## config.mk

```make
export PLATFORM = sky130hd
export DESIGN_NAME = data_mem_arbiter
export DESIGN_NICKNAME = d
export VERILOG_FILES = /design/src/rtl/data_mem_pkg.sv /design/src/rtl/data_mem_arbiter_rr_pick.sv /design/src/rtl/data_mem_arbiter.sv
export SDC_FILE = /design/constraint.sdc
export NUM_CORES = 1
export LEC_CHECK = 0
export CAP_MARGIN = 20
export CORE_UTILIZATION = 40
export CTS_CLUSTER_SIZE = 40
export DETAILED_ROUTE_END_ITERATION = 6
export GPL_TIMING_DRIVEN = 0
export PLACE_DENSITY = 0.86
export SKIP_LAST_GASP = 1
export SLEW_MARGIN = 15
export SYNTH_ARGS = -nofsm -noshare
export SYNTH_HDL_FRONTEND = slang
export SYNTH_HIERARCHICAL = 1
export SYNTH_SLANG_ARGS = --single-unit
export TNS_END_PERCENT = 50
```

## constraint.sdc

```tcl
create_clock -name clk -period 6.6 [get_ports clk]
set_input_delay 1.32 -clock clk [delete_from_list [all_inputs] [get_ports clk]]
set_output_delay 1.32 -clock clk [all_outputs]
set_load 0.02 [all_outputs]
```

## src/rtl/data_mem_pkg.sv

```systemverilog
// Shared types and constants for the data-memory arbiter slice.
package data_mem_pkg;

    localparam int N_CORES = 8;
    localparam int AW      = 8;
    localparam int DW      = 8;
    localparam int CW      = $clog2(N_CORES);

    typedef enum logic {INIT, RUN} arb_state_t;

    // Each core owns a 2**(AW-CW)-byte window; offsets wrap inside that window.
    function automatic logic [AW-1:0] phys_addr(input logic [CW-1:0] core,
                                                input logic [AW-1:0] addr);
        logic [AW-1:0] mask;
        mask = AW'((1 << (AW - CW)) - 1);
        return (AW'(core) << (AW - CW)) | (addr & mask);
    endfunction

endpackage

```

## src/rtl/data_mem_arbiter_rr_pick.sv

```systemverilog
// Combinational round-robin picker: first eligible index at or after ptr_i.
module rr_pick #(
    parameter int N = 8
) (
    input  logic [N-1:0]         eligible_i,
    input  logic [$clog2(N)-1:0] ptr_i,
    output logic                 valid_o,
    output logic [$clog2(N)-1:0] idx_o
);

    localparam int IW = $clog2(N);

    logic [IW-1:0] cand;

    // N is a power of two, so the IW-bit sum wraps modulo N on its own.
    always_comb begin
        valid_o = 1'b0;
        idx_o   = '0;
        cand    = '0;
        for (int unsigned i = 0; i < N; i++) begin
            cand = ptr_i + IW'(i);
            if (!valid_o && eligible_i[cand]) begin
                valid_o = 1'b1;
                idx_o   = cand;
            end
        end
    end

endmodule

```

## src/rtl/data_mem_arbiter.sv

```systemverilog
// Round-robin arbiter sharing one async-read data-memory port among N_CORES
// cores, with an optional post-reset clear of the whole memory.
module data_mem_arbiter #(
    parameter int N_CORES        = data_mem_pkg::N_CORES,
    parameter int AW             = data_mem_pkg::AW,
    parameter int DW             = data_mem_pkg::DW,
    parameter int WINDOWED       = 1,
    parameter int CLEAR_ON_RESET = 1
) (
    input  logic                  clk,
    input  logic                  reset,
    input  logic [N_CORES-1:0]    req,
    input  logic [N_CORES-1:0]    we,
    input  logic [N_CORES*AW-1:0] addr,
    input  logic [N_CORES*DW-1:0] wdata,
    output logic [N_CORES-1:0]    ack,
    output logic [DW-1:0]         rdata,
    output logic                  init_done,
    output logic [AW-1:0]         mem_addr,
    output logic                  mem_we,
    output logic [DW-1:0]         mem_wdata,
    input  logic [DW-1:0]         mem_rdata
);

    import data_mem_pkg::*;

    localparam int IDXW = $clog2(N_CORES);

    arb_state_t           state_q;
    logic [AW-1:0]        clr_cnt_q;
    logic [AW-1:0]        mem_addr_q;
    logic [IDXW-1:0]      rr_ptr_q;
    logic [N_CORES-1:0]   ack_q;
    logic [N_CORES-1:0]   ack_d;
    logic [DW-1:0]        rdata_q;
    logic                 init_done_q;

    logic [N_CORES-1:0]   eligible;
    logic                 win_valid;
    logic [IDXW-1:0]      win_idx;
    logic                 grant;
    logic [AW-1:0]        win_addr;
    logic [AW-1:0]        win_phys;
    logic [DW-1:0]        win_wdata;
    logic                 win_we;

    // The core acked this cycle is masked so a lone requester gets every other slot.
    assign eligible = req & ~ack_q;

    rr_pick #(.N(N_CORES)) u_pick (
        .eligible_i (eligible),
        .ptr_i      (rr_ptr_q),
        .valid_o    (win_valid),
        .idx_o      (win_idx)
    );

    always_comb begin
        win_addr  = addr[int'(win_idx)*AW +: AW];
        win_wdata = wdata[int'(win_idx)*DW +: DW];
        win_we    = we[win_idx];
        win_phys  = (WINDOWED != 0) ? phys_addr(win_idx, win_addr) : win_addr;
        grant     = (state_q == RUN) && win_valid;

        ack_d = '0;
        if (grant) ack_d[win_idx] = 1'b1;

        mem_addr  = mem_addr_q;
        mem_we    = 1'b0;
        mem_wdata = '0;
        if (state_q == INIT) begin
            mem_addr = clr_cnt_q;
            mem_we   = reset;
        end else if (grant) begin
            mem_addr  = win_phys;
            mem_we    = win_we & reset;
            mem_wdata = win_wdata;
        end
    end

    always_ff @(posedge clk or negedge reset) begin
        if (!reset) begin
            state_q     <= (CLEAR_ON_RESET != 0) ? INIT : RUN;
            clr_cnt_q   <= '0;
            mem_addr_q  <= '0;
            rr_ptr_q    <= '0;
            ack_q       <= '0;
            rdata_q     <= '0;
            init_done_q <= (CLEAR_ON_RESET == 0);
        end else begin
            ack_q <= ack_d;
            case (state_q)
                INIT: begin
                    clr_cnt_q  <= clr_cnt_q + 1'b1;
                    mem_addr_q <= clr_cnt_q;
                    if (clr_cnt_q == '1) begin
                        state_q     <= RUN;
                        init_done_q <= 1'b1;
                    end
                end
                RUN: begin
                    if (grant) begin
                        rr_ptr_q   <= win_idx + 1'b1;
                        rdata_q    <= mem_rdata;
                        mem_addr_q <= win_phys;
                    end
                end
                default: ;
            endcase
        end
    end

    assign ack       = ack_q;
    assign rdata     = rdata_q;
    assign init_done = init_done_q;

endmodule

```

# ---- Word level (Yosys, flattened, before mapping)
# Cells that the tools add are included.
dict set report totals {
  regBits 37
  in_bits 154
  out_inout_bits 34
  elab_cells 98
}
dict set report op_classes {
  add_sub_neg 9
  n_lt_le_gt_ge 10
  n_eq_ne 1
  n_shift 2
  mux 46
  bitwise_logic 5
  n_reduce_logical 18
}
# op count
set op_table {}
lappend op_table {{64-bit by 7-bit indexed part select with 5-bit output} 1}
lappend op_table {{64-bit by 7-bit indexed part select with 8-bit output} 1}
lappend op_table {{8-bit two-way mux} 5}
lappend op_table {{3-bit by 4-bit < comparator with 1-bit output, second input constant} 9}
lappend op_table {{1-bit binary-select mux with 3-bit select} 9}
lappend op_table {{3-bit two-way mux} 8}
lappend op_table {{1-bit two-way mux} 22}
lappend op_table {{8-bit one-hot mux with 2 select lines} 1}
lappend op_table {{3-bit adder, second input constant} 4}
lappend op_table {{1-bit logical AND} 9}
lappend op_table {{8-bit by 1-bit adder with 8-bit output, second input constant} 1}
lappend op_table {{8-bit AND} 1}
lappend op_table {{8-bit equality test, second input constant} 1}
lappend op_table {{8-bit inverter} 1}
lappend op_table {{8-bit by 5-bit bitwise OR with 8-bit output} 1}
lappend op_table {{1-bit zero test} 7}
lappend op_table {{3-bit by 1-bit adder with 3-bit output, second input constant} 2}
lappend op_table {{3-bit by 2-bit adder with 3-bit output, second input constant} 2}
lappend op_table {{2-bit AND reduction} 2}
lappend op_table {{1-bit demux with 3-bit select} 1}
lappend op_table {{3-bit by 1-bit >= comparator with 1-bit output, second input constant} 1}
lappend op_table {{1-bit AND} 1}
lappend op_table {{1-bit inverter} 1}

# ---- Depth between registers and ports, before layout
# Gate-level depths: netlist of the first run.
dict set report depth {
  word_depth 31
  ltp_mapped 20
}

# ---- By module
# The synthesis of the first run kept the hierarchy.
# module n_inst cells_each area_each_um2 seq_area_each_um2
set modules_own_cells {}
lappend modules_own_cells {data_mem_arbiter 1 250 2467.4 925.9}
lappend modules_own_cells {rr_pick 1 121 1081.0 0.0}

# ---- Worst setup path before layout of the first run
# OpenSTA, ideal clock, no wires.
dict set report synth_path {
  kind {input-to-output}
  start {input req[6]}
  end {output mem_addr[4]}
  arrival_ns 4.252
  required_time_ns 5.280
  path_slack_ns 1.028
  stages 12
  n_path_buf 2
  cell_sequence {nor2b_1 > mux4_2 > mux2_4 > or2_1 > o311a_1 > a31oi_1 > buf_6 > nand2_1 > buf_2 > o22ai_1 > nor2_1 > o21ai_0}
}
dict set report synth_between {
  elab_chain_cells 29
}
# item line
set synth_lines {}
lappend synth_lines {{start: declaration} data_mem_arbiter.sv:12} ;# input logic [N_CORES-1:0] req,
lappend synth_lines {{8-bit AND *} data_mem_arbiter.sv:48} ;# assign eligible = req & ~ack_q;
lappend synth_lines {{1-bit binary-select mux with 3-bit select} data_mem_arbiter_rr_pick.sv:22} ;# if (!valid_o && eligible_i[cand]) begin
lappend synth_lines {{1-bit two-way mux (implied by the code)} data_mem_arbiter_rr_pick.sv:22}
lappend synth_lines {{1-bit two-way mux} data_mem_arbiter_rr_pick.sv:22}
lappend synth_lines {{1-bit zero test} data_mem_arbiter_rr_pick.sv:22}
lappend synth_lines {{1-bit logical AND} data_mem_arbiter_rr_pick.sv:22}
lappend synth_lines {{1-bit two-way mux} data_mem_arbiter_rr_pick.sv:22}
lappend synth_lines {{1-bit zero test} data_mem_arbiter_rr_pick.sv:22}
lappend synth_lines {{[... 14 more ...]} n/a}
lappend synth_lines {{1-bit zero test} data_mem_arbiter_rr_pick.sv:22}
lappend synth_lines {{1-bit logical AND} data_mem_arbiter_rr_pick.sv:22}
lappend synth_lines {{3-bit two-way mux *} data_mem_arbiter_rr_pick.sv:22}
lappend synth_lines {{via win_idx[1]} data_mem_arbiter.sv:40} ;# logic [IDXW-1:0] win_idx;
lappend synth_lines {{64-bit by 7-bit indexed part select with 5-bit output *} data_mem_arbiter.sv:58} ;# win_addr = addr[int'(win_idx)*AW +: AW];
lappend synth_lines {{8-bit by 5-bit bitwise OR with 8-bit output *} data_mem_pkg.sv:16} ;# return (AW'(core) << (AW - CW)) | (addr & mask);
lappend synth_lines {{8-bit two-way mux *} data_mem_arbiter.sv:73} ;# end else if (grant) begin
lappend synth_lines {{8-bit two-way mux *} data_mem_arbiter.sv:70} ;# if (state_q == INIT) begin
lappend synth_lines {{end: declaration} data_mem_arbiter.sv:19} ;# output logic [AW-1:0] mem_addr,
# The timed path passes the listed nets; every way through them passes the cells marked *. The select of a mux whose other input is x is not followed.

# ---- Worst setup path in the final report of the first run
dict set report layout_path {
  start {input req[4]}
  end {output mem_wdata[4]}
}
dict set report layout_between {
  elab_chain_cells 28
}
# item line
set layout_lines {}
lappend layout_lines {{8-bit AND *} data_mem_arbiter.sv:48}
lappend layout_lines {{via eligible[4]} data_mem_arbiter.sv:38} ;# logic [N_CORES-1:0] eligible;
lappend layout_lines {{1-bit binary-select mux with 3-bit select} data_mem_arbiter_rr_pick.sv:22}
lappend layout_lines {{1-bit two-way mux (implied by the code)} data_mem_arbiter_rr_pick.sv:22}
lappend layout_lines {{1-bit two-way mux} data_mem_arbiter_rr_pick.sv:22}
lappend layout_lines {{1-bit zero test} data_mem_arbiter_rr_pick.sv:22}
lappend layout_lines {{1-bit logical AND} data_mem_arbiter_rr_pick.sv:22}
lappend layout_lines {{1-bit two-way mux} data_mem_arbiter_rr_pick.sv:22}
lappend layout_lines {{[... 14 more ...]} n/a}
lappend layout_lines {{1-bit two-way mux} data_mem_arbiter_rr_pick.sv:22}
lappend layout_lines {{1-bit zero test} data_mem_arbiter_rr_pick.sv:22}
lappend layout_lines {{1-bit logical AND} data_mem_arbiter_rr_pick.sv:22}
lappend layout_lines {{3-bit two-way mux *} data_mem_arbiter_rr_pick.sv:22}
lappend layout_lines {{via win_idx[1]} data_mem_arbiter.sv:40}
lappend layout_lines {{64-bit by 7-bit indexed part select with 8-bit output *} data_mem_arbiter.sv:59} ;# win_wdata = wdata[int'(win_idx)*DW +: DW];
lappend layout_lines {{8-bit two-way mux *} data_mem_arbiter.sv:73}
lappend layout_lines {{8-bit two-way mux *} data_mem_arbiter.sv:70}
lappend layout_lines {{end: declaration} data_mem_arbiter.sv:21} ;# output logic [DW-1:0] mem_wdata,
# Marked as above.

==> summary.md, run 1 <==
| Metric | Value |
|---|---|
| TritonCTS clock tree | `yes` |
| Post-route setup TNS | `0 ns` |
| Power Density | `between 100 and 150 nW/um^2` |
| Register Area | `just over 900 sq um` |
| Post-detailed-route wirelength per cell | `17.5 um` |
| Worst Setup Slack, final | `~0.015 ns` |
| Count of vias placed by the detailed router | `between 3000 and 4000` |
| DP Area | `between 5000 and 6000 sq um` |
| Status | `completed` |
| Share of flip-flops with an asynchronous set or reset | `1.00` |
| Cts bufs inserted | `5` |
| HPWL after detailed placement | `9110 um` |
| Global-route wire length before repair | `between 15000 and 20000 um` |
| Area share of the leading cell type in the synthesized netlist | `0.261` |
| Commonest cells in the netlist | `mux2i_1, nor2_1, dfrtp_1, o22ai_1, nand2_1` |
| Number of I/O port buffers | `163` |
| Largest fanout on the critical path | `10` |
| Final net count | `700` |
| Length of the first detailed-routing pass in iterations | `5` |
| Synth unique cells | `approximately 50` |
| Fraction of the cycle the final worst path needs | `0.998` |
| Final Max Slew Viols | `0` |
| Data required time at the worst endpoint | `around 5.3 ns` |
| Critical path endpoint category | `output pin` |
| Startpoint type of the worst setup path | `input pin` |
| Final weighted congestion in routability-driven placement | `between 0.8 and 0.9` |
| Filler Cells Inserted | `around 670` |
| Startpoint-to-endpoint class of the critical path | `in -> out` |
| Worst-skew pair later-pin latency | `between 0.2 and 0.3 ns` |
| Antenna diode count | `0` |
| Cell accounting for the most synthesized area | `dfrtp_1` |
| Number of failing hold endpoints at the final stage | `0` |
| Die Width | `just under 100 um` |
| Post-route cell area | `~5500 sq um` |
| Count of mapped cells out of synthesis | `between 300 and 400` |
| Initial core utilization | `0.423` |
| Seq cells post-synth | `37` |
| DRT antenna net count | `0` |
| Worst setup skew after layout | `about 0.0084 ns` |
| Static Leak | `approximately 2.3 nW` |
| Yosys warnings | `6` |
| Count of max-cap constraint violations | `0` |
| Final routed wirelength across all metal layers | `11300 um` |
| Clock Root Buffer | `clkbuf_8` |
| Remaining DRCs | `0` |
| Ranking of synthesized cells by area | `dfrtp_1, mux2i_1, mux4_2, o22ai_1, nor2_1` |
| RSZ-0062 raised after global routing | `true` |
| Clock edge transition at the registers on the reported setup and hold paths | `about 0.070 ns` |
| Area of the mapped netlist | `3550 sq um` |
| Timing-limited maximum frequency | `between 0.15 and 0.2 GHz` |
| Leading cell type by number of instances after synthesis | `mux2i_1` |
| Share of post-route cells with drive strength above 1 | `0.147` |
| Chip height | `96.2 um` |
| Placement-stage worst setup slack | `-0.354 ns` |
| Sequential element share of the synthesized area | `0.261` |
| EDFF count, synth | `0` |
| Number of DRC markers in iteration 0 | `between 100 and 150` |
| Via-to-Cell Ratio | `~5.6` |
| Number of antenna violations at the first check in global routing | `0` |
| Maximum number of pins on one net before global-route repair | `23` |
| Total routing usage reported by global routing | `0.243` |
| Area used by multi-input combinational logic | `about 2400 sq um` |
| Via count of the first global-routing pass | `~3600` |
| Slew at the pin with the worst max-slew slack | `roughly 0.54 ns` |
| Post-synth top flop | `dfrtp_1` |
| Number of cell rows | `33` |
| Syn_nets | `approximately 530` |
| Floorplan Core Area | `8380 sq um` |
| Overflow left after global routing | `0` |
| Floorplan die area | `between 9000 and 10000 sq um` |
| Final Critical Period | `about 6.6 ns` |
| Count of pins on the block boundary | `188` |
| Worst-case clock buffer depth | `2` |
| Worst EP arrival | `5.26 ns` |
| P&R area growth vs syn | `54.9%` |
| Tightest Hold Check Type | `reg -> reg` |
| Setup slack on the worst flop-to-flop path | `roughly 2.1 ns` |
| Mean area per synthesized cell | `approximately 9.6 sq um` |
| Worst slew margin relative to its limit | `0.642` |
| Number of failing setup endpoints in the final timing report | `0` |
| Number of levels in the clock H-tree | `2` |
| Sink Count | `37` |
| Peak ir drop on the vdd network | `about 0.10 mV` |
## flip-flops by register name (all words and copies together), names as in the netlist
register,count
mem_addr_q,8
state_q,1
rdata,8
rr_ptr_q,3
init_done,1
ack,8
clr_cnt_q,8
## logic make-up after synthesis
logic type      after synthesis  synth area share
mux                          96             0.340
simple gates                104             0.140
flops                        37             0.261
fa+ha+maj                     4            0.0141
xor+xnor                     11            0.0272
buf+inv                      37            0.0674
compound gates               82             0.151
## final timing paths
check | from | endpoint | cells after the start
worst max-delay path | req[4] | mem_wdata[4] | 14
worst max register to register | rr_ptr_q[1] | mem_addr_q[4] | 16
min in group asynchronous | reset | clr_cnt_q[1] | 1
worst min-delay path | init_done | init_done | 1
max in group asynchronous | reset | ack[2] | 2
worst min register to register | init_done | init_done | 1
## layout by cell type (no fill, tap or decap), types with 3 or more instances in the layout
cell type | Yosys | layout
and3_1 | 5 | 5
mux2i_1 | 65 | 65
a21oi_1 | 15 | 15
mux4_1 | 5 | 5
nor2b_2 | 0 | 5
nor2_1 | 41 | 41
buf_4 | 5 | 6
o311a_1 | 3 | 3
o22ai_1 | 28 | 28
dfrtp_1 | 37 | 37
buf_6 | 7 | 7
mux2_2 | 13 | 13
clkbuf_8 | 0 | 5
clkbuf_1 | 2 | 3
xor2_1 | 4 | 4
clkdlybuf4s50_1 | 0 | 155
ha_1 | 4 | 4
nor2b_4 | 0 | 3
xnor2_1 | 7 | 7
nor2b_1 | 14 | 6
o21ai_1 | 3 | 3
nand2_1 | 18 | 18
buf_2 | 14 | 12
nor3_1 | 6 | 6
dlymetal6s2s_1 | 0 | 5
mux4_2 | 10 | 10
inv_1 | 7 | 7
o21ai_0 | 11 | 11
nand2b_1 | 7 | 7
nand3_1 | 5 | 5
nor4_1 | 3 | 3
## report_power, final
group / total [W] / internal, W / switching, W
clock network: 0.000154 / 0.0000732 / 0.0000805
logic: 0.000205 / 0.000125 / 0.0000805
registers: 0.000227 / 0.000227 / 0
total: 0.000586 / 0.000425 / 0.000161
## routing by layer
metal	GRT usage	up-vias	share of wire
met5	0	-	0
met4	0.0684	0	0.018
met3	0.0419	22	0.045
met2	0.430	124	0.54
met1	0.302	1761	0.40
li1	-	1729	-
## critical path, stage by stage
cell and delay [ns]:
clkdlybuf4s50_1 0.41, nor2b_2 0.21, mux4_2 0.54, mux2_4 0.33
or2_1 0.30, o311a_1 0.35, a31oi_1 0.24, buf_6 0.18
nand2b_1 0.15, buf_4 0.22, o22ai_1 0.20, nor2_1 0.07
nor2_1 0.11, clkdlybuf4s50_1 0.64
## metrics by stage
step           cells  total power (W)   util  hold slack [ns]
3_5_place_dp     640         0.000432  0.636            0.457
5_1_grt          648         0.000613  0.656            0.500
4_1_cts          648         0.000585  0.649            0.477
6_report         648         0.000586  0.656            0.469
2_1_floorplan    371         0.000328      -            0.456
3_3_place_gp     639         0.000426  0.634            0.467
## what timing repair did
action | 4_1_cts | 5_1_grt
resized for setup | 11 | 14
setup endpoints to repair | 13 | 15
hold endpoints to repair | 0 | 0
setup buffers | 0 | 0
cloned | 0 | 0
hold buffers | 0 | 0
## layout make-up
class                      count  area share
tap                          105      0.0239
sequential                    37       0.168
timing repair buffer         164       0.303
multi-input combinational    297       0.445
buffer                        29      0.0394
inverter                       8     0.00546
clock inverter                 2     0.00182
clock buffer                   6      0.0132
Note: power is estimated with default switching activity, not from simulation.
==> run 2: changes to the inputs <==
--- a/config.mk
+++ b/config.mk
@@ -6,12 +6,11 @@
 export NUM_CORES = 1
 export LEC_CHECK = 0
 export CAP_MARGIN = 20
-export CORE_UTILIZATION = 40
+export CORE_UTILIZATION = 29
 export CTS_CLUSTER_SIZE = 40
 export DETAILED_ROUTE_END_ITERATION = 6
 export GPL_TIMING_DRIVEN = 0
-export PLACE_DENSITY = 0.86
-export SKIP_LAST_GASP = 1
+export PLACE_DENSITY = 0.66
 export SLEW_MARGIN = 15
 export SYNTH_ARGS = -nofsm -noshare
 export SYNTH_HDL_FRONTEND = slang
==> summary.md, run 2 (same netlist as run 1, synthesis figures left out) <==
| Metric | Value |
|---|---|
| Final Max Slew Viols | `0 (unchanged)` |
| Data required time at the worst endpoint | `5.28 ns (about the same)` |
| Number of levels in the clock H-tree | `2 (unchanged)` |
| Worst hold path depth | `1 (unchanged)` |
| DRT antenna net count | `0 (unchanged)` |
| Post-detailed-route wirelength per cell | `16.8 um (was 17.5 um)` |
| Floorplan die area | `12700 sq um (was 9250 sq um)` |
| Maximum number of pins on one net before global-route repair | `21 (was 23)` |
| Fraction of the cycle the final worst path needs | `0.972 (was 0.998)` |
| Hold worst-path end | `init_done (unchanged)` |
| Post-route setup TNS | `0 ns (unchanged)` |
| Most used cells in the layout excluding fill and tap cells | `clkdlybuf4s50_1, mux2i_1, nor2_1, dfrtp_1, o22ai_1 (unchanged)` |
| Post-route non-filler standard cell count | `692 (was 648)` |
| Power Density | `126 nW/um^2 (was 107 nW/um^2)` |
| Sink Count | `37 (unchanged)` |
| Number of failing setup endpoints in the final timing report | `0 (unchanged)` |
| Slew at the pin with the worst max-slew slack | `0.535 ns (was 0.537 ns)` |
| Number of hold buffers added after cts | `0 (unchanged)` |
| Overflow left after global routing | `0 (unchanged)` |
| RR Endpoint | `mem_addr_q[0] (was mem_addr_q[4])` |
| Via-to-Cell Ratio | `5.19 (was 5.61)` |
| Post-route cell area | `5650 sq um (was 5500 sq um)` |
| Number of DRC markers in iteration 0 | `178 (was 141)` |
| Peak ir drop on the vdd network | `0.126 mV (was 0.104 mV)` |
| Share of post-route cells with drive strength above 1 | `0.165 (was 0.147)` |
| Timing-limited maximum frequency | `0.156 GHz (was 0.152 GHz)` |
| Critical path endpoint category | `output pin (unchanged)` |
| Total placed cells including tap cells | `682 (was 640)` |
| Clock edge transition at the registers on the reported setup and hold paths | `0.05 ns (was 0.07 ns)` |
| P&R area growth vs syn | `59.3% (was 54.9%)` |
| Critical hold path startpoint | `init_done (unchanged)` |
| Total routing usage reported by global routing | `0.180 (was 0.243)` |
| Die Width | `113 um (was 96.2 um)` |
| Startpoint-to-endpoint class of the critical path | `in -> out (unchanged)` |
| Worst slew margin relative to its limit | `0.643 (was 0.642)` |
| Initial core utilization | `0.297 (was 0.423)` |
| Status | `completed (unchanged)` |
| DP Area | `5390 sq um (was 5330 sq um)` |
| Final routed wirelength across all metal layers | `11600 um (was 11300 um)` |
| Final net count | `702 (was 700)` |
| Final weighted congestion in routability-driven placement | `0.861 (was 0.873)` |
| Cts bufs inserted | `5 (unchanged)` |
| Chip height | `113 um (was 96.2 um)` |
| Number of antenna violations at the first check in global routing | `0 (unchanged)` |
| Startpoint type of the worst setup path | `input pin (unchanged)` |
| Placement-stage worst setup slack | `-0.395 ns (was -0.354 ns)` |
| Count of vias placed by the detailed router | `3589 (was 3636)` |
| Count of pins on the block boundary | `188 (unchanged)` |
| Static Leak | `2.35 nW (was 2.33 nW)` |
| Number of I/O port buffers | `163 (unchanged)` |
| Worst-skew pair later-pin latency | `0.28 ns (was 0.29 ns)` |
| Worst EP arrival | `5.10 ns (was 5.26 ns)` |
| Remaining DRCs | `0 (unchanged)` |
| Setup slack on the worst flop-to-flop path | `2.12 ns (was 2.11 ns)` |
| Worst setup skew after layout | `0.00258 ns (was 0.00837 ns)` |
| TritonCTS clock tree | `yes (unchanged)` |
| Worst r2r src | `rr_ptr_q[1] (unchanged)` |
| Length of the first detailed-routing pass in iterations | `7 (was 5)` |
| Worst-case clock buffer depth | `2 (unchanged)` |
| Number of failing hold endpoints at the final stage | `0 (unchanged)` |
| Count of max-cap constraint violations | `0 (unchanged)` |
| HPWL after detailed placement | `9240 um (was 9110 um)` |
| Clock Root Buffer | `clkbuf_16 (was clkbuf_8)` |
| Largest fanout on the critical path | `10 (unchanged)` |
| Global-route wire length before repair | `18300 um (was 17400 um)` |
| Tightest Hold Check Type | `reg -> reg (unchanged)` |
| Number of cell rows | `40 (was 33)` |
| Worst Setup Slack, final | `0.183 ns (was 0.0152 ns)` |
| Floorplan Core Area | `12000 sq um (was 8380 sq um)` |
| Antenna diode count | `0 (unchanged)` |
| Final Critical Period | `6.42 ns (was 6.58 ns)` |
| Via count of the first global-routing pass | `3626 (was 3631)` |
| Most common cell after layout, fill and taps aside | `clkdlybuf4s50_1 (unchanged)` |
| Depth of the worst register-to-register path | `18 (was 16)` |
-- run 2: changes by cell type in the layout (fill, tap and decap cells not counted), sizes merged --
| cell | before | now |
|---|---|---|
| buf | 27 | 31 |
| dlygate4sd2 | 2 | 12 |
| clkinv | 2 | 0 |
| bufinv | 0 | 1 |
| dlymetal6s2s | 5 | 2 |
| clkdlybuf4s50 | 155 | 147 |
-- run 2: where the power goes --
part / leakage [nW] / total [W] / switching [W] / internal (W)
logic: 1.77 / 0.000210 / 0.0000833 / 0.000127
registers: 0.493 / 0.000227 / 0 / 0.000227
clock network: 0.0841 / 0.000274 / 0.0000854 / 0.000189
total: 2.35 / 0.000711 / 0.000169 / 0.000542
-- run 2: layout make-up --
class                           instances  area [sq um]
Buffer                                 29           225
Multi-Input combinational cell        297          2460
Clock buffer                            7           143
Tap cell                              147           184
Fill cell                            1113          6310
Inverter                                8          30.0
Sequential cell                        37           926
Timing Repair Buffer                  166          1650
Clock inverter                          1          30.0
-- run 2: how the worst max path moves through the flow --
stage / startpoint / end / slack (ns)
finish: req[4] / mem_addr[0] / 0.18
global route: req[4] / mem_addr[0] / -0.02
CTS: req[4] / mem_addr[5] / -0.0004
detailed placement: req[6] / mem_addr[4] / -0.39
global placement: req[2] / mem_addr[4] / -0.35
floorplan: req[6] / mem_addr[4] / 1.03
-- run 2: timing repair --
item                       4_1_cts  5_1_grt
setup endpoints to repair       15       15
setup buffers                    0        2
resized for setup               31       12
pin swaps                        0        3
gates cloned                     0        0
-- run 2: per-stage QoR --
step | utilization | hold WS, ns | total power, W
2_1_floorplan | - | 0.456 | 0.000328
3_3_place_gp | 0.448 | 0.472 | 0.000429
3_5_place_dp | 0.450 | 0.459 | 0.000434
4_1_cts | 0.469 | 0.477 | 0.000713
5_1_grt | 0.473 | 0.500 | 0.000742
6_report | 0.473 | 0.476 | 0.000711
-- run 2: per-layer routing --
layer  GRT usage  wire length [um]  share of wire
met1       0.224              4840           0.42
met2       0.327              6070           0.52
met5           0                 0              0
met4      0.0542               187          0.016
met3      0.0194               499          0.043
-- run 2: critical path: stages --
cell,delay (ns)
clkdlybuf4s50_1,0.39
nor2b_2,0.22
mux4_2,0.55
a21oi_2,0.19
o311a_1,0.25
o21ai_2,0.15
o311ai_2,0.29
nand2_1,0.12
o21ai_2,0.24
buf_6,0.20
buf_6,0.18
mux2i_1,0.21
o22ai_1,0.11
nor3_2,0.23
nor2_1,0.10
dlygate4sd2_1,0.33
==> run 3: changes to the inputs <==
--- a/config.mk
+++ b/config.mk
@@ -6,11 +6,11 @@
 export NUM_CORES = 1
 export LEC_CHECK = 0
 export CAP_MARGIN = 20
-export CORE_UTILIZATION = 29
+export CORE_UTILIZATION = 40
 export CTS_CLUSTER_SIZE = 40
 export DETAILED_ROUTE_END_ITERATION = 6
 export GPL_TIMING_DRIVEN = 0
-export PLACE_DENSITY = 0.66
+export PLACE_DENSITY = 0.86
 export SLEW_MARGIN = 15
 export SYNTH_ARGS = -nofsm -noshare
 export SYNTH_HDL_FRONTEND = slang
==> summary.md, run 3 (same netlist as run 1, synthesis figures left out) <==
| Metric | Value |
|---|---|
| Sink Count | `37 (unchanged)` |
| Final routed wirelength across all metal layers | `11400 um (was 11600 um)` |
| Delay contributed by the slowest stage of the critical path | `0.54 ns (was 0.55 ns)` |
| Static Leak | `2.45 nW (was 2.35 nW)` |
| Number of antenna violations at the first check in global routing | `0 (unchanged)` |
| Final core utilization | `0.658 (was 0.473)` |
| Floorplan Core Area | `8380 sq um (was 12000 sq um)` |
| Startpoint type of the worst setup path | `input pin (unchanged)` |
| Status | `completed (unchanged)` |
| Number of DRC markers in iteration 0 | `163 (was 178)` |
| Most used cells in the layout excluding fill and tap cells | `clkdlybuf4s50_1, mux2i_1, nor2_1, dfrtp_1, o22ai_1 (unchanged)` |
| Slew at the pin with the worst max-slew slack | `0.530 ns (was 0.535 ns)` |
| Worst-case clock buffer depth | `2 (unchanged)` |
| Overflow left after global routing | `0 (unchanged)` |
| Maximum number of pins on one net before global-route repair | `23 (was 21)` |
| Via-to-Cell Ratio | `5.68 (was 5.19)` |
| Tightest Hold Check Type | `reg -> reg (unchanged)` |
| Power Density | `106 nW/um^2 (was 126 nW/um^2)` |
| Share of post-route cells with drive strength above 1 | `0.149 (was 0.165)` |
| Worst-skew pair later-pin latency | `0.29 ns (was 0.28 ns)` |
| Met2 WL | `6120 um (was 6070 um)` |
| Final Max Slew Viols | `0 (unchanged)` |
| HPWL after detailed placement | `9110 um (was 9240 um)` |
| DRT antenna net count | `0 (unchanged)` |
| Number of levels in the clock H-tree | `2 (unchanged)` |
| Number of cell rows | `33 (was 40)` |
| P&R area growth vs syn | `55.3% (was 59.3%)` |
| Total routing usage reported by global routing | `0.243 (was 0.180)` |
| Length of the first detailed-routing pass in iterations | `5 (was 7)` |
| Register Area | `926 sq um (unchanged)` |
| Count of vias placed by the detailed router | `3679 (was 3589)` |
| Fraction of the cycle the final worst path needs | `0.969 (was 0.972)` |
| CP max stage cell | `mux4_2 (unchanged)` |
| Remaining DRCs | `0 (unchanged)` |
| Count of max-cap constraint violations | `0 (unchanged)` |
| Chain of cells forming the critical path | `clkdlybuf4s50_1 > nor2b_2 > mux4_2 > a21oi_1 > o311a_1 > o21ai_4 > nor3_4 > nand2_1 > a31oi_1 > buf_6 > nand2b_1 > clkbuf_4 > o22ai_1 > nor3_1 > nor2_1 > dlygate4sd2_1 (was clkdlybuf4s50_1 > nor2b_2 > mux4_2 > a21oi_2 > o311a_1 > o21ai_2 > o311ai_2 > nand2_1 > o21ai_2 > buf_6 > buf_6 > mux2i_1 > o22ai_1 > nor3_2 > nor2_1 > dlygate4sd2_1)` |
| Die Width | `96.2 um (was 113 um)` |
| Number of failing hold endpoints at the final stage | `0 (unchanged)` |
| Worst slew margin relative to its limit | `0.646 (was 0.643)` |
| Metal1 wirelength | `4520 um (was 4840 um)` |
| Floorplan die area | `9250 sq um (was 12700 sq um)` |
| Critical path endpoint category | `output pin (unchanged)` |
| Chip height | `96.2 um (was 113 um)` |
| Most common cell after layout, fill and taps aside | `clkdlybuf4s50_1 (unchanged)` |
| Largest fanout on the critical path | `10 (unchanged)` |
| Number of I/O port buffers | `163 (unchanged)` |
| Via count of the first global-routing pass | `3631 (was 3626)` |
| Setup slack on the worst flop-to-flop path | `2.11 ns (was 2.12 ns)` |
| Post-route cell area | `5510 sq um (was 5650 sq um)` |
| Worst Setup Slack, final | `0.203 ns (was 0.183 ns)` |
| Cts bufs inserted | `5 (unchanged)` |
| TritonCTS clock tree | `yes (unchanged)` |
| DP Area | `5330 sq um (was 5390 sq um)` |
| Worst EP arrival | `5.08 ns (was 5.10 ns)` |
| Post-route setup TNS | `0 ns (unchanged)` |
| Filler Cells Inserted | `671 (was 1113)` |
| Global-route wire length before repair | `17400 um (was 18300 um)` |
| Startpoint-to-endpoint class of the critical path | `in -> out (unchanged)` |
| Area used by multi-input combinational logic | `2440 sq um (was 2460 sq um)` |
| Max Used Layer | `met4 (unchanged)` |
| Count of pins on the block boundary | `188 (unchanged)` |
| Initial core utilization | `0.423 (was 0.297)` |
| Number of failing setup endpoints in the final timing report | `0 (unchanged)` |
| Placement-stage worst setup slack | `-0.354 ns (was -0.395 ns)` |
| Detailed route wirelength on metal3 | `557 um (was 499 um)` |
| Peak ir drop on the vdd network | `0.104 mV (was 0.126 mV)` |
| Final net count | `700 (was 702)` |
| Worst setup skew after layout | `0.00843 ns (was 0.00258 ns)` |
| Data required time at the worst endpoint | `5.28 ns (about the same)` |
| Antenna diode count | `0 (unchanged)` |
| Final Critical Period | `6.40 ns (was 6.42 ns)` |
| Clock Root Buffer | `clkbuf_8 (was clkbuf_16)` |
| Clock edge transition at the registers on the reported setup and hold paths | `0.07 ns (was 0.05 ns)` |
| Timing-limited maximum frequency | `0.156 GHz (about the same)` |
| Final weighted congestion in routability-driven placement | `0.873 (was 0.861)` |
| Post-detailed-route wirelength per cell | `17.6 um (was 16.8 um)` |
==> run 3: final timing paths <==
check / start / cells past startpoint / endpoint
setup / recovery: req[4] / 16 / mem_addr[0]
hold / removal: init_done / 1 / init_done
setup reg to reg: rr_ptr_q[1] / 18 / mem_addr_q[4]
hold reg to reg: init_done / 1 / init_done
max in group asynchronous: reset / 2 / ack[2]
min in group asynchronous: reset / 1 / clr_cnt_q[1]
==> run 3: metrics by stage <==
| stage | power [W] | hold WS (ns) | std cells |
|---|---|---|---|
| after floorplan | 0.000328 | 0.456 | 371 |
| after global placement | 0.000426 | 0.467 | 639 |
| after detailed placement | 0.000432 | 0.457 | 640 |
| after CTS | 0.000585 | 0.477 | 648 |
| after global routing | 0.000613 | 0.500 | 648 |
| final | 0.000586 | 0.471 | 648 |
==> run 3: critical path, delay by kind of cell <==
family                 cells  cell delay [ns]
multiplexers               1             0.54
AND/OR/NAND/NOR            6             1.07
AO/OA/AOI/OAI              5             0.97
buffers and inverters      4             1.17
==> run 3: per-layer routing <==
| layer | global-route usage | vias to the layer above |
|---|---|---|
| met4 | 0.0684 | 0 |
| met5 | 0 | - |
| met3 | 0.0419 | 23 |
| met1 | 0.302 | 1775 |
| met2 | 0.430 | 147 |
| li1 | - | 1734 |
==> run 3: report_power, final <==
part | switching, W | leakage (nW) | internal, W
logic | 0.0000805 | 1.91 | 0.000125
registers | 0 | 0.493 | 0.000227
clock network | 0.0000806 | 0.0450 | 0.0000732
==> run 3: repair_timing <==
item | 4_1_cts | 5_1_grt
endpoints found under the setup margin | 13 | 15
buffers inserted | 0 | 0
hold buffers | 0 | 0
gates resized for setup | 11 | 25
==> run 3: area by class of cell <==
type,instances,share of cell area
Timing Repair Buffer,164,0.305
Buffer,29,0.0393
Clock buffer,6,0.0132
Clock inverter,2,0.00182
Inverter,8,0.00545
Tap cell,105,0.0238
Sequential cell,37,0.168
Multi-Input combinational cell,297,0.444
